**config.mk**
```make
export PLATFORM = sky130hd
export DESIGN_NAME = seg7_scan_driver
export DESIGN_NICKNAME = d
export VERILOG_FILES = /design/src/rtl/seg7_scan_driver.sv
export SDC_FILE = /design/constraint.sdc
export NUM_CORES = 1
export LEC_CHECK = 0
export BUFFER_PORTS_ARGS = -buffer_cell sky130_fd_sc_hd__buf_4
export CORE_MARGIN = 2
export CORE_UTILIZATION = 55
export DETAILED_ROUTE_END_ITERATION = 12
export PLACE_DENSITY = 0.78
export SKIP_CTS_REPAIR_TIMING = 1
export SYNTH_ARGS = -nofsm -noshare
export SYNTH_HDL_FRONTEND = slang
export SYNTH_SLANG_ARGS = --single-unit
```
**constraint.sdc**
```tcl
create_clock -name clk -period 2.3 [get_ports clk]
set_input_delay 0.23 -clock clk [delete_from_list [all_inputs] [get_ports clk]]
set_output_delay 0.23 -clock clk [all_outputs]
set_load 0.005 [all_outputs]
```
**src/rtl/seg7_scan_driver.sv**
```systemverilog
// rtl/seg7_scan_driver.sv - multiplexed N-digit common-anode 7-segment driver with tear-free frame commit
// Define SEG7_HEX_EN to render codes 10..15 as A..F; otherwise they are blank.
module seg7_scan_driver #(
  parameter int NUM_DIGITS   = 4,
  parameter int SLOT_CYCLES  = 1000,
  parameter int BLANK_CYCLES = 2
) (
  input  logic                    clk,
  input  logic                    rst_n,
  input  logic                    load,
  input  logic [4*NUM_DIGITS-1:0] digits_in,
  input  logic [NUM_DIGITS-1:0]   dp_in,
  input  logic                    lz_blank,
  output logic [6:0]              seg,
  output logic                    dp,
  output logic [NUM_DIGITS-1:0]   an,
  output logic                    frame_done
);

  localparam int CW = (SLOT_CYCLES > 1) ? $clog2(SLOT_CYCLES) : 1;
  localparam int IW = (NUM_DIGITS > 1) ? $clog2(NUM_DIGITS) : 1;
  localparam logic [CW-1:0] CNT_LAST  = CW'(SLOT_CYCLES - 1);
  localparam logic [IW-1:0] IDX_LAST  = IW'(NUM_DIGITS - 1);
  localparam logic [CW:0]   BLANK_END = (CW+1)'(BLANK_CYCLES);

  logic [CW-1:0]           cnt_q, cnt_d;
  logic [IW-1:0]           idx_q, idx_d;
  logic [4*NUM_DIGITS-1:0] pdig_q, pdig_d, ddig_q, ddig_d;
  logic [NUM_DIGITS-1:0]   pdp_q, pdp_d, ddp_q, ddp_d;
  logic                    plz_q, plz_d, dlz_q, dlz_d;
  logic [6:0]              seg_q, seg_d;
  logic                    dp_q, dp_d;
  logic [NUM_DIGITS-1:0]   an_q, an_d;
  logic                    fd_q, fd_d;

  logic                    slot_end, boundary, in_blank, zero_run;
  logic [NUM_DIGITS-1:0]   lz_mask, an_drive;
  logic [3:0]              cur_dig;
  logic                    cur_dp, cur_lz;

  function automatic logic [6:0] decode(input logic [3:0] code);
    case (code)
      4'h0: decode = 7'b1000000;
      4'h1: decode = 7'b1111001;
      4'h2: decode = 7'b0100100;
      4'h3: decode = 7'b0110000;
      4'h4: decode = 7'b0011001;
      4'h5: decode = 7'b0010010;
      4'h6: decode = 7'b0000010;
      4'h7: decode = 7'b1111000;
      4'h8: decode = 7'b0000000;
      4'h9: decode = 7'b0010000;
`ifdef SEG7_HEX_EN
      4'hA: decode = 7'b0001000;
      4'hB: decode = 7'b0000011;
      4'hC: decode = 7'b1000110;
      4'hD: decode = 7'b0100001;
      4'hE: decode = 7'b0000110;
      4'hF: decode = 7'b0001110;
`endif
      default: decode = 7'h7F;
    endcase
  endfunction

  always_comb begin
    slot_end = (cnt_q == CNT_LAST);
    boundary = slot_end && (idx_q == IDX_LAST);
    cnt_d    = slot_end ? '0 : cnt_q + 1'b1;
    idx_d    = idx_q;
    if (slot_end) idx_d = (idx_q == IDX_LAST) ? '0 : idx_q + 1'b1;

    pdig_d = load ? digits_in : pdig_q;
    pdp_d  = load ? dp_in     : pdp_q;
    plz_d  = load ? lz_blank  : plz_q;
    ddig_d = ddig_q;
    ddp_d  = ddp_q;
    dlz_d  = dlz_q;
    // A load landing on the boundary edge goes straight to the display.
    if (boundary) begin
      ddig_d = pdig_d;
      ddp_d  = pdp_d;
      dlz_d  = plz_d;
    end

    zero_run = 1'b1;
    lz_mask  = '0;
    for (int i = NUM_DIGITS - 1; i > 0; i--) begin
      zero_run   = zero_run && (ddig_q[4*i +: 4] == 4'h0);
      lz_mask[i] = dlz_q && zero_run;
    end

    cur_dig  = 4'h0;
    cur_dp   = 1'b0;
    cur_lz   = 1'b0;
    an_drive = '1;
    for (int i = 0; i < NUM_DIGITS; i++) begin
      if (idx_q == IW'(i)) begin
        cur_dig     = ddig_q[4*i +: 4];
        cur_dp      = ddp_q[i];
        cur_lz      = lz_mask[i];
        an_drive[i] = 1'b0;
      end
    end

    in_blank = ({1'b0, cnt_q} < BLANK_END);
    seg_d    = 7'h7F;
    dp_d     = 1'b1;
    an_d     = '1;
    if (!in_blank) begin
      an_d  = an_drive;
      seg_d = cur_lz ? 7'h7F : decode(cur_dig);
      dp_d  = ~cur_dp;
    end
    fd_d = boundary;
  end

  always_ff @(posedge clk or negedge rst_n) begin
    if (!rst_n) begin
      cnt_q  <= '0;
      idx_q  <= '0;
      pdig_q <= '0;
      pdp_q  <= '0;
      plz_q  <= 1'b0;
      ddig_q <= '0;
      ddp_q  <= '0;
      dlz_q  <= 1'b0;
      seg_q  <= 7'h7F;
      dp_q   <= 1'b1;
      an_q   <= '1;
      fd_q   <= 1'b0;
    end else begin
      cnt_q  <= cnt_d;
      idx_q  <= idx_d;
      pdig_q <= pdig_d;
      pdp_q  <= pdp_d;
      plz_q  <= plz_d;
      ddig_q <= ddig_d;
      ddp_q  <= ddp_d;
      dlz_q  <= dlz_d;
      seg_q  <= seg_d;
      dp_q   <= dp_d;
      an_q   <= an_d;
      fd_q   <= fd_d;
    end
  end

  assign seg        = seg_q;
  assign dp         = dp_q;
  assign an         = an_q;
  assign frame_done = fd_q;

endmodule

```
Yosys cells after proc, flatten, opt, wreduce, memory -nomap -nowiden:

Memories as Yosys holds them, arrays and structs flattened.
Cells that the tools add are included.
W data, S select, Z words.

* memories: 1
* bits in read-only memories: 112
* flip-flop bits (word level): 67
* output and inout port bits: 13

* order comparisons: 1
* reductions and logical operators: 10
* equal/unequal tests: 4
* bitwise logic cells: 1
* $add $sub $neg: 2
* mux-type cells: 24

Memories
* (name not given): depth 16, width 7, read ports 1, clocked after Yosys merged registers in 0, write ports 0, RTL line 42 `case (code)`

Operators with widths (number)
* $mux W4: 6
* $mux W16: 1
* $mux W7: 2
* $mux W1: 13
* $logic_not A4 Y1: 3
* $add A10 B1 Y10 const B: 1
* $eq A10 B10 Y1 const B: 1
* $lt A10 B2 Y1 const B: 1
* $mux W10: 1
* $logic_and A1 B1 Y1: 6
* $eq A2 B2 Y1 const B: 2
* $add A2 B1 Y2 const B: 1
* $eq A2 B1 Y1 const B: 1
* $logic_not A2 Y1: 1
* $mux W2: 1
* $not A1 Y1: 1

Logic depth before layout (Yosys ltp):

Gate-level depths: netlist of the first run.

* depth in word-level cells: 9
* depth in mapped cells: 10
* mapped depth without buffers: 9

Worst setup path before layout of the first run:

Ideal clock, no wire load.

* path kind: register -> register
* start point: reg idx_q[0]
* end point: reg seg_q[6] (netlist: seg[6])
* path buffers: 1
* period minus slack after synthesis: 2.024 ns
* data arrival time: 1.913 ns
* setup time: 0.111 ns
* data required time: 2.189 ns
* slack: 0.276 ns
* cell stages (with the launch flop): 10
* cells stage by stage: dfrtp_1 -> inv_1 -> ha_1 -> buf_4 -> nor3b_2 -> a211o_2 -> inv_1 -> ha_1 -> nor3b_1 -> o311ai_0

* longest elaborated chain between the ends: 8

Ends and longest elaborated chain
* start, declared: RTL line 27 `logic [IW-1:0] idx_q, idx_d;`
* start signal, assigned: RTL line 133 `idx_q <= idx_d;`
* $logic_not A2 Y1: RTL line 97 `if (idx_q == IW'(i)) begin`
* $mux W4 (4 in a row): RTL line 97
* $mem_v2 Z16 W7
* $mux W7 (*): RTL line 111 `seg_d = cur_lz ? 7'h7F : decode(cur_dig);`
* $mux W7 (*): RTL line 109 `if (!in_blank) begin`
* net seg_d[6]: RTL line 31 `logic [6:0] seg_q, seg_d;`
* end signal, assigned: RTL line 140 `seg_q <= seg_d;`
* end, declared: RTL line 31

The timed path passes the listed nets; every way through them passes the cells marked *.
A chain may end at the register's enable or synchronous reset.

Worst setup path in the final report of the first run:

* start point: reg idx_q[0]
* end point: reg seg_q[0] (netlist: seg[0])

Same word-level chain as after synthesis.

==> results of run 1 <==
## per-stage QoR
step	power, W	TNS [ns]
final	0.002380	0
after detailed placement	0.001497	0
after global placement	0.001489	0
after floorplan	0.001398	0
after global routing	0.002476	0
after CTS	0.002410	-0.01652
## cell type report
cell class | instances | area (sq um) | share of cell area, %
inverters | 8 | 30.03 | 0.8590
clock buffers | 13 | 138.9 | 3.973
clock inverters | 3 | 40.04 | 1.145
multi-input cells | 147 | 1207 | 34.54
well taps | 70 | 87.58 | 2.505
flip-flops and latches | 67 | 1692 | 48.39
repair buffers | 40 | 300.3 | 8.590
## path summary, 6_finish.rpt
| path | end | slack (ns) | depth (start not counted) |
|---|---|---|---|
| worst min-delay path | pdig_q[5]$_DFF_PN0_ | -0.02 | 1 |
| worst max-delay path | seg[0]$_DFF_PN1_ | 0.15 | 6 |
| max in group asynchronous | dlz_q$_DFFE_PN0P_ | 1.79 | 1 |
| min in group clk | pdig_q[6]$_DFF_PN0_ | 0.14 | 2 |
| worst min register to register | cnt_q[0]$_DFF_PN0_ | 0.46 | 1 |
| worst max register to register | seg[0]$_DFF_PN1_ | 0.15 | 6 |
## report_power, final
part	internal, W	total, W	leakage, nW	switching, W
Combinational	0.000105	0.000192	0.681	0.0000870
Clock	0.000499	0.000906	0.0914	0.000407
Sequential	0.00126	0.00128	0.809	0.0000262
## cells in the mapped netlist
cell	instances	share of area (%)
a211o_1	1	0.30
a211o_2	1	0.34
a211oi_1	5	1.3
a211oi_2	1	0.42
a21o_1	2	0.51
a21oi_1	4	0.68
a221o_1	1	0.34
a221oi_1	1	0.30
a221oi_2	1	0.51
and2_1	2	0.42
and3_1	4	0.84
and4_1	1	0.30
buf_2	2	0.34
buf_4	1	0.25
buf_6	2	0.76
buf_8	1	0.51
clkbuf_1	3	0.38
dfrtp_1	55	46
dfstp_2	12	11
ha_1	6	2.5
inv_1	8	1.0
mux2_2	42	16
mux2i_1	1	0.34
nand2_1	14	1.8
nand3_1	8	1.4
nand3b_1	3	0.76
nand3b_4	1	0.68
nand4_1	2	0.42
nor2_1	11	1.4
nor2b_1	5	1.1
nor3_1	2	0.34
nor3b_1	4	1.0
nor3b_2	1	0.42
nor4_1	4	0.84
o2111ai_1	1	0.30
o211a_1	1	0.34
o21a_1	1	0.25
o21ai_0	7	1.2
o311ai_0	1	0.30
o31ai_1	1	0.25
or4_1	1	0.25
xnor2_1	3	0.89
xor2_1	3	0.89
## per-layer routing
layer | track usage, % | wire length (um) | part of all wire (%)
met3 | 5.349 | 254 | 4.9
met4 | 8.571 | 81 | 1.6
met1 | 24.45 | 2352 | 45
met5 | 0 | 0 | 0
met2 | 29.74 | 2521 | 48
## cells by family (layout without fill, tap and decap cells)
logic type | count (synthesis) | in the layout | share of synthesized area (%)
mux | 43 | 43 | 16.29
compound gates | 29 | 29 | 7.258
fa+ha+maj | 6 | 6 | 2.532
buf+inv | 17 | 64 | 3.249
flops | 67 | 67 | 57.05
simple gates | 63 | 63 | 11.86
xor+xnor | 6 | 6 | 1.772
## worst max-delay path: cells and delay by family, from the launching register on
| family | cells | cell delay [ns] |
|---|---|---|
| buffers and inverters | 1 | 0.14 |
| adder cells (fa/ha/maj) | 1 | 0.22 |
| flip-flops | 1 | 0.45 |
| AO/OA/AOI/OAI | 3 | 0.72 |
| AND/OR/NAND/NOR | 1 | 0.54 |
## registers in the layout, indices dropped and copies added (netlist names)
register,count
ddig_q,16
pdig_q,16
cnt_q,10
seg,7
an,4
ddp_q,4
pdp_q,4
idx_q,2
dlz_q,1
dp,1
frame_done,1
plz_q,1
==> flow_metrics.env, run 1 <==
export IMPL_outcome="finished, violations left"
export IMPL_violations="negative hold slack"
export IMPL_viasPerCell=5.491
export IMPL_syn_inst=231
export IMPL_drc=0
export IMPL_period_share_pct=93.65
export IMPL_synth_cell_type_count=43
export IMPL_die_w_um=77.43
export IMPL_wire_per_inst_um=14.97
export IMPL_setup_worst_path_class="reg2reg"
export IMPL_fill_cells=400
export IMPL_critPathMaxFanout=12
export IMPL_postLayoutCoreUtil_pct=68.01
export IMPL_num_vias=1911
export IMPL_maxCapViolCount=0
export IMPL_synth_seq_area_share_pct=57.05
export IMPL_core_area_sq_um=5140
export IMPL_ios=37
export IMPL_drive_above_1_share_pct=41.73
export IMPL_placed_cells=332
export IMPL_synthToLayoutAreaGrowth_pct=17.89
export IMPL_final_setup_viol_count=0
export IMPL_clk_path_buf_depth=2
export IMPL_yosysWarningCount=0
export IMPL_grt_pass1_wl_mm=8.728
export IMPL_hp_class="in2async"
export IMPL_crit_required_ns=2.55
export IMPL_avgSynthCellArea_sq_um=12.84
export IMPL_dpl_hpwl_mm=3.518
export IMPL_p_leak_nw=1.582
export IMPL_ys_ff_latch=67
export IMPL_irDropWorstVdd_mv=0.5435
export IMPL_dieArea_sq_um=5995
export IMPL_power_density_nw_per_um2=680.7
export IMPL_start_util_pct=57.69
export IMPL_fin_worst_hold_slack_ns=-0.01570
export IMPL_most_common_layout_cells="dfrtp_1 (55), mux2_2 (42), buf_4 (40)"
export IMPL_antenna_found_initial=0
export IMPL_min_period_ns=2.154
export IMPL_grt_use_total_pct=18.90
export IMPL_dr_pass1_iters=4
export IMPL_endpoint_kind="flop"
export IMPL_preCtsSetupSlack_ns=0.02693
export IMPL_relSlewSlack_pct=46.30
export IMPL_gp_congestion=0.8054
export IMPL_insertion_delay_ns=0.34
export IMPL_worstReg2RegStart="idx_q[0]$_DFFE_PN0N_"
export IMPL_diodes=0
export IMPL_h_tree_depth=3
export IMPL_maxSlewViolCount=0
export IMPL_cts_sinks=67
export IMPL_crit_chain="inv_1, ha_4, a211oi_1, a211oi_2, or4_1, o2111ai_1"
export IMPL_max_freq_ghz=0.4642
export IMPL_rsz0062_at_grt="false"
export IMPL_grt_max_degree=68
export IMPL_cp_slowest_stage_delay_ns=0.54
export IMPL_die_h_um=77.43
export IMPL_mostFrequentLayoutCell="dfrtp_1"
export IMPL_tritoncts="yes"
export IMPL_grt_ovfl_total=0
export IMPL_post_route_cell_area_sq_um=3496
export IMPL_drt_iter0_drc=101
export IMPL_layout_cells_non_filler=348
export IMPL_cts_buffers_inserted=9
export IMPL_worst_pin_slew_ns=0.8056
export IMPL_std_cell_rows=26
export IMPL_worst_slack_ns=0.1460
export IMPL_drt_wl_total_mm=5.209
export IMPL_syn_num_nets=261
export IMPL_first_global_vias=1868
export IMPL_clk_pin_slew_ns=0.07
export IMPL_postPlaceCellArea_sq_um=3287
export IMPL_crit_path_start_kind="flop"
export IMPL_netlist_area_sq_um=2965
export IMPL_final_antenna_net_count=0
export IMPL_worstPathArrival_ns=2.40
export IMPL_hold_viol=17
export IMPL_clock_tree_root_cell="clkbuf_8"
export IMPL_slowest_stage="or4_1"
export IMPL_critPathLaunch="idx_q[0]$_DFFE_PN0N_"
export IMPL_port_buffers=36
export IMPL_nets=303
export IMPL_worst_clock_skew_ns=0.005490
Power figures use the tool's default switching activity.
==> run 2: changes to the inputs <==
--- a/config.mk
+++ b/config.mk
@@ -8,6 +8,7 @@
 export BUFFER_PORTS_ARGS = -buffer_cell sky130_fd_sc_hd__buf_4
 export CORE_MARGIN = 2
 export CORE_UTILIZATION = 55
+export CTS_BUF_LIST = sky130_fd_sc_hd__clkbuf_8 sky130_fd_sc_hd__clkbuf_16
 export DETAILED_ROUTE_END_ITERATION = 12
 export PLACE_DENSITY = 0.78
 export SKIP_CTS_REPAIR_TIMING = 1
==> flow_metrics.env, run 2 (synthesis gave the netlist of run 1 again) <==
export IMPL_outcome="finished, violations left"
export IMPL_violations="negative hold slack"
export IMPL_fill_cells=400
export IMPL_core_area_sq_um=5140
export IMPL_most_common_layout_cells="dfrtp_1 (55), mux2_2 (42), buf_4 (40)"
export IMPL_clock_tree_root_cell="clkbuf_8"
export IMPL_grt_ovfl_total=0
export IMPL_irDropWorstVdd_mv=0.5433
export IMPL_critPathMaxFanout=12
export IMPL_setup_worst_path_class="reg2reg"
export IMPL_power_density_nw_per_um2=675.9
export IMPL_cts_buffers_inserted=9
export IMPL_final_setup_viol_count=0
export IMPL_drive_above_1_share_pct=41.73
export IMPL_tritoncts="yes"
export IMPL_regArea_sq_um=1692
export IMPL_num_vias=1901
export IMPL_drc=0
export IMPL_hp_class="in2async"
export IMPL_relSlewSlack_pct=46.24
export IMPL_slowest_stage="or4_1"
export IMPL_grt_max_degree=68
export IMPL_crit_chain="inv_1, ha_4, a211oi_1, a211oi_2, or4_1, o2111ai_1"
export IMPL_die_w_um=77.43
export IMPL_insertion_delay_ns=0.34
export IMPL_synthToLayoutAreaGrowth_pct=17.89
export IMPL_largestRegisters="ddig_q: 16 flops, pdig_q: 16 flops, cnt_q: 10 flops"
export IMPL_min_period_ns=2.152
export IMPL_drt_iter0_drc=107
export IMPL_worstPathArrival_ns=2.40
export IMPL_dpl_hpwl_mm=3.518
export IMPL_rsz0062_at_grt="false"
export IMPL_fin_worst_hold_slack_ns=-0.01568
export IMPL_ios=37
export IMPL_antenna_found_initial=0
export IMPL_std_cell_rows=26
export IMPL_viasPerCell=5.463
export IMPL_cp_slowest_stage_delay_ns=0.54
export IMPL_cts_sinks=67
export IMPL_postPlaceCellArea_sq_um=3287
export IMPL_first_global_vias=1868
export IMPL_worst_pin_slew_ns=0.8064
export IMPL_p_leak_nw=1.598
export IMPL_nets=303
export IMPL_endpoint_kind="flop"
export IMPL_period_share_pct=93.55
export IMPL_port_buffers=36
export IMPL_start_util_pct=57.69
export IMPL_mostFrequentLayoutCell="dfrtp_1"
export IMPL_max_freq_ghz=0.4648
export IMPL_h_tree_depth=3
export IMPL_final_antenna_net_count=0
export IMPL_clk_path_buf_depth=2
export IMPL_finalPower_w=0.002363
export IMPL_clk_pin_slew_ns=0.07
export IMPL_crit_required_ns=2.55
export IMPL_grt_pass1_wl_mm=8.728
export IMPL_dr_pass1_iters=4
export IMPL_worst_clock_skew_ns=0.005411
export IMPL_maxCapViolCount=0
export IMPL_wire_per_inst_um=14.97
export IMPL_gp_congestion=0.8054
export IMPL_multi_input_area_sq_um=1207
export IMPL_grt_use_total_pct=18.90
export IMPL_crit_path_start_kind="flop"
export IMPL_dieArea_sq_um=5995
export IMPL_post_route_cell_area_sq_um=3496
export IMPL_hold_viol=17
export IMPL_drt_wl_total_mm=5.209
export IMPL_diodes=0
export IMPL_die_h_um=77.43
export IMPL_maxSlewViolCount=0
run 2: where the power goes:
part	leakage (nW)	total, W	switching [W]	internal [W]
sequential	0.809	0.00128	0.0000263	0.00126
clock	0.108	0.000889	0.000408	0.000481
combinational	0.681	0.000192	0.0000870	0.000105
total	1.60	0.00236	0.000521	0.00184
run 2: area by class of cell:
class,instances,share of cell area (%)
sequential,67,48.39
multi-input combinational,147,34.54
timing repair buffer,40,8.590
clock buffer,9,3.543
tap,70,2.505
clock inverter,7,1.575
inverter,8,0.8590
run 2: metal layers:
metal  part of all wire [%]  up-vias  global-route usage, %
li1                       -      903                      -
met1                     45      937                  24.45
met2                     48       53                  29.74
met3                    4.8        8                  5.349
met4                    1.6        0                  8.571
met5                      0        -                      0
run 2: critical path, delay by kind of cell (launching register included):
| kind | cells | cell delay (ns) |
|---|---|---|
| AOI/OAI and AO/OA | 3 | 0.72 |
| and+or+nand+nor | 1 | 0.54 |
| DFF | 1 | 0.45 |
| adders and majority gates | 1 | 0.22 |
| buffers and inverters | 1 | 0.14 |
run 2: path summary, 6_finish.rpt:
check	end	slack (ns)	start	depth (start not counted)
min in group clk	pdig_q[6]$_DFF_PN0_	0.14	digits_in[6]	2
hold / removal	pdig_q[5]$_DFF_PN0_	-0.02	rst_n	1
hold reg to reg	cnt_q[0]$_DFF_PN0_	0.46	cnt_q[0]$_DFF_PN0_	1
max in group asynchronous	dlz_q$_DFFE_PN0P_	1.79	rst_n	1
setup reg to reg	seg[0]$_DFF_PN1_	0.15	idx_q[0]$_DFFE_PN0N_	6
setup / recovery	seg[0]$_DFF_PN1_	0.15	idx_q[0]$_DFFE_PN0N_	6
run 2: per-stage QoR:
step	util, %	hold WS, ns	cells	setup WS (ns)	setup TNS (ns)
floorplan	-	-0.06559	231	0.2763	0
global placement	63.95	0.3722	332	0.1657	0
detailed placement	63.95	0.3814	332	0.02693	0
CTS	67.43	0.007349	348	-0.01680	-0.01680
global route	68.01	0.03967	348	0.004263	0
finish	68.01	-0.01568	348	0.1484	0
==> run 3: changes to the inputs <==
--- a/config.mk
+++ b/config.mk
@@ -6,8 +6,9 @@
 export NUM_CORES = 1
 export LEC_CHECK = 0
 export BUFFER_PORTS_ARGS = -buffer_cell sky130_fd_sc_hd__buf_4
+export CAP_MARGIN = 5
 export CORE_MARGIN = 2
-export CORE_UTILIZATION = 55
+export CORE_UTILIZATION = 52
 export CTS_BUF_LIST = sky130_fd_sc_hd__clkbuf_8 sky130_fd_sc_hd__clkbuf_16
 export DETAILED_ROUTE_END_ITERATION = 12
 export PLACE_DENSITY = 0.78
==> constraint.sdc (replaced) <==
create_clock -name clk -period 1.8 [get_ports clk]
set_input_delay 0.18 -clock clk [delete_from_list [all_inputs] [get_ports clk]]
set_output_delay 0.18 -clock clk [all_outputs]
set_load 0.005 [all_outputs]
==> flow_metrics.env, run 3 (synthesis gave the netlist of run 1 again) <==
export IMPL_most_common_layout_cells="buf_4 (58), dfrtp_1 (53), mux2_2 (42)"
export IMPL_drt_wl_total_mm=6.013
export IMPL_clock_tree_root_cell="clkbuf_8"
export IMPL_std_cell_rows=27
export IMPL_postLayoutCoreUtil_pct=69.73
export IMPL_clk_pin_slew_ns=0.07
export IMPL_finalSetupTns_ns=-0.8431
export IMPL_first_global_vias=2066
export IMPL_grt_ovfl_total=0
export IMPL_gp_congestion=0.8720
export IMPL_rsz0062_at_grt="true"
export IMPL_final_antenna_net_count=0
export IMPL_grt_max_degree=68
export IMPL_setup_worst_path_class="reg2reg"
export IMPL_hold_viol=55
export IMPL_wl_met2_mm=3.036
export IMPL_worst_slack_ns=-0.1938
export IMPL_reg2reg_slack_ns=-0.19
export IMPL_fill_cells=395
export IMPL_multi_input_area_sq_um=1325
export IMPL_port_buffers=36
export IMPL_power_density_nw_per_um2=770.6
export IMPL_worstReg2RegStart="idx_q[1]$_DFFE_PN0N_"
export IMPL_die_h_um=79.52
export IMPL_core_area_sq_um=5507
export IMPL_tritoncts="yes"
export IMPL_cts_buffers_inserted=9
export IMPL_dpl_hpwl_mm=3.768
export IMPL_drt_iter0_drc=108
export IMPL_min_period_ns=1.994
export IMPL_h_tree_depth=3
export IMPL_period_share_pct=110.8
export IMPL_cts_sinks=67
export IMPL_worstPathArrival_ns=2.25
export IMPL_start_util_pct=53.85
export IMPL_worst_pin_slew_ns=0.8182
export IMPL_synthToLayoutAreaGrowth_pct=29.49
export IMPL_fin_worst_hold_slack_ns=-0.06547
export IMPL_grt_pass1_wl_mm=9.356
export IMPL_mostFrequentLayoutCell="buf_4"
export IMPL_antenna_found_initial=0
export IMPL_endpoint_kind="flop"
export IMPL_die_w_um=79.52
export IMPL_num_vias=2022
export IMPL_viasPerCell=5.392
export IMPL_nets=328
export IMPL_r2r_cells=8
export IMPL_dr_pass1_iters=4
export IMPL_largestRegisters="ddig_q: 16 flops, pdig_q: 16 flops, cnt_q: 10 flops"
export IMPL_clk_path_buf_depth=2
export IMPL_final_setup_viol_count=7
export IMPL_wire_per_inst_um=16.03
export IMPL_cp_slowest_stage_delay_ns=0.45
export IMPL_slowest_stage="or4_4"
export IMPL_crit_chain="inv_4, ha_4, buf_6, buf_6, a211oi_4, a221oi_4, or4_4, o2111ai_2"
export IMPL_violations="negative hold slack, negative setup slack"
export IMPL_crit_buf_inv=3
export IMPL_grt_use_total_pct=19.73
export IMPL_critPathMaxFanout=6
export IMPL_r2r_end="seg[0]$_DFF_PN1_"
export IMPL_regArea_sq_um=1694
export IMPL_postPlaceCellArea_sq_um=3425
export IMPL_worst_clock_skew_ns=0.007048
export IMPL_met3_length_um=230
export IMPL_post_route_cell_area_sq_um=3840
export IMPL_outcome="finished, violations left"
export IMPL_max_freq_ghz=0.5016
export IMPL_relSlewSlack_pct=45.45
export IMPL_maxSlewViolCount=0
export IMPL_irDropWorstVdd_mv=0.4681
export IMPL_maxCapViolCount=0
export IMPL_cpMostUsedCell="buf_6"
export IMPL_crit_required_ns=2.06
export IMPL_insertion_delay_ns=0.33
export IMPL_dieArea_sq_um=6323
export IMPL_diodes=0
export IMPL_crit_path_start_kind="flop"
export IMPL_p_leak_nw=1.777
export IMPL_ios=37
export IMPL_drive_above_1_share_pct=52.48
export IMPL_drc=0
export IMPL_cpLargestDelayFamily="compound AO/OA/AOI/OAI gates"
export IMPL_hp_class="in2async"
export IMPL_wl_met1_mm=2.601
export IMPL_dr_max_layer_used="met4"
-- run 3: how the worst max path moves through the flow --
| stage | startpoint | end | slack (ns) | cells past startpoint |
|---|---|---|---|---|
| 2_1_floorplan | idx_q[1]$_DFFE_PN0N_ | seg[0]$_DFF_PN1_ | -0.08 | 7 |
| 3_3_place_gp | idx_q[0]$_DFFE_PN0N_ | seg[0]$_DFF_PN1_ | -0.07 | 6 |
| 3_5_place_dp | idx_q[1]$_DFFE_PN0N_ | seg[0]$_DFF_PN1_ | -0.16 | 6 |
| 4_1_cts | idx_q[0]$_DFFE_PN0N_ | seg[0]$_DFF_PN1_ | -0.20 | 6 |
| 5_1_grt | idx_q[0]$_DFFE_PN0N_ | seg[0]$_DFF_PN1_ | -0.24 | 7 |
| 6_report | idx_q[1]$_DFFE_PN0N_ | seg[0]$_DFF_PN1_ | -0.19 | 8 |
-- run 3: layout make-up --
cell class                      count  share of cell area, %
Timing Repair Buffer               65                  13.85
Sequential cell                    67                  44.12
Multi-Input combinational cell    147                  34.51
Inverter                            8                 0.9123
Tap cell                           72                  2.346
Clock buffer                       10                  3.584
Clock inverter                      6                 0.6843
-- run 3: worst reg2reg max path, delay by kind of cell (launching register included) --
kind	cells	cell delay, ns
AO/OA/AOI/OAI	3	0.53
buffers and inverters	3	0.32
AND/OR/NAND/NOR	1	0.45
flip-flops	1	0.44
adder cells (fa/ha/maj)	1	0.18
-- run 3: where the power goes --
group          switching [W]  internal (W)  leakage [nW]
clock network       0.000523      0.000515        0.0996
logic               0.000123      0.000157         0.872
registers          0.0000367       0.00160         0.806
-- run 3: per-stage QoR --
stage	worst slack [ns]	std cells	hold slack, ns	total power, W
detailed placement	-0.1635	351	0.3314	0.001928
floorplan	-0.07820	231	-0.1156	0.001788
finish	-0.1938	375	-0.06547	0.002959
global placement	-0.07053	351	0.3176	0.001918
global route	-0.2395	375	0.01405	0.003103
CTS	-0.2028	367	-0.04401	0.002976
-- run 3: layer usage --
metal  track usage [%]  up-vias
li1                  -      954
met3             6.900       14
met5                 0        -
met4             11.38        0
met2             29.33       44
met1             24.96     1010
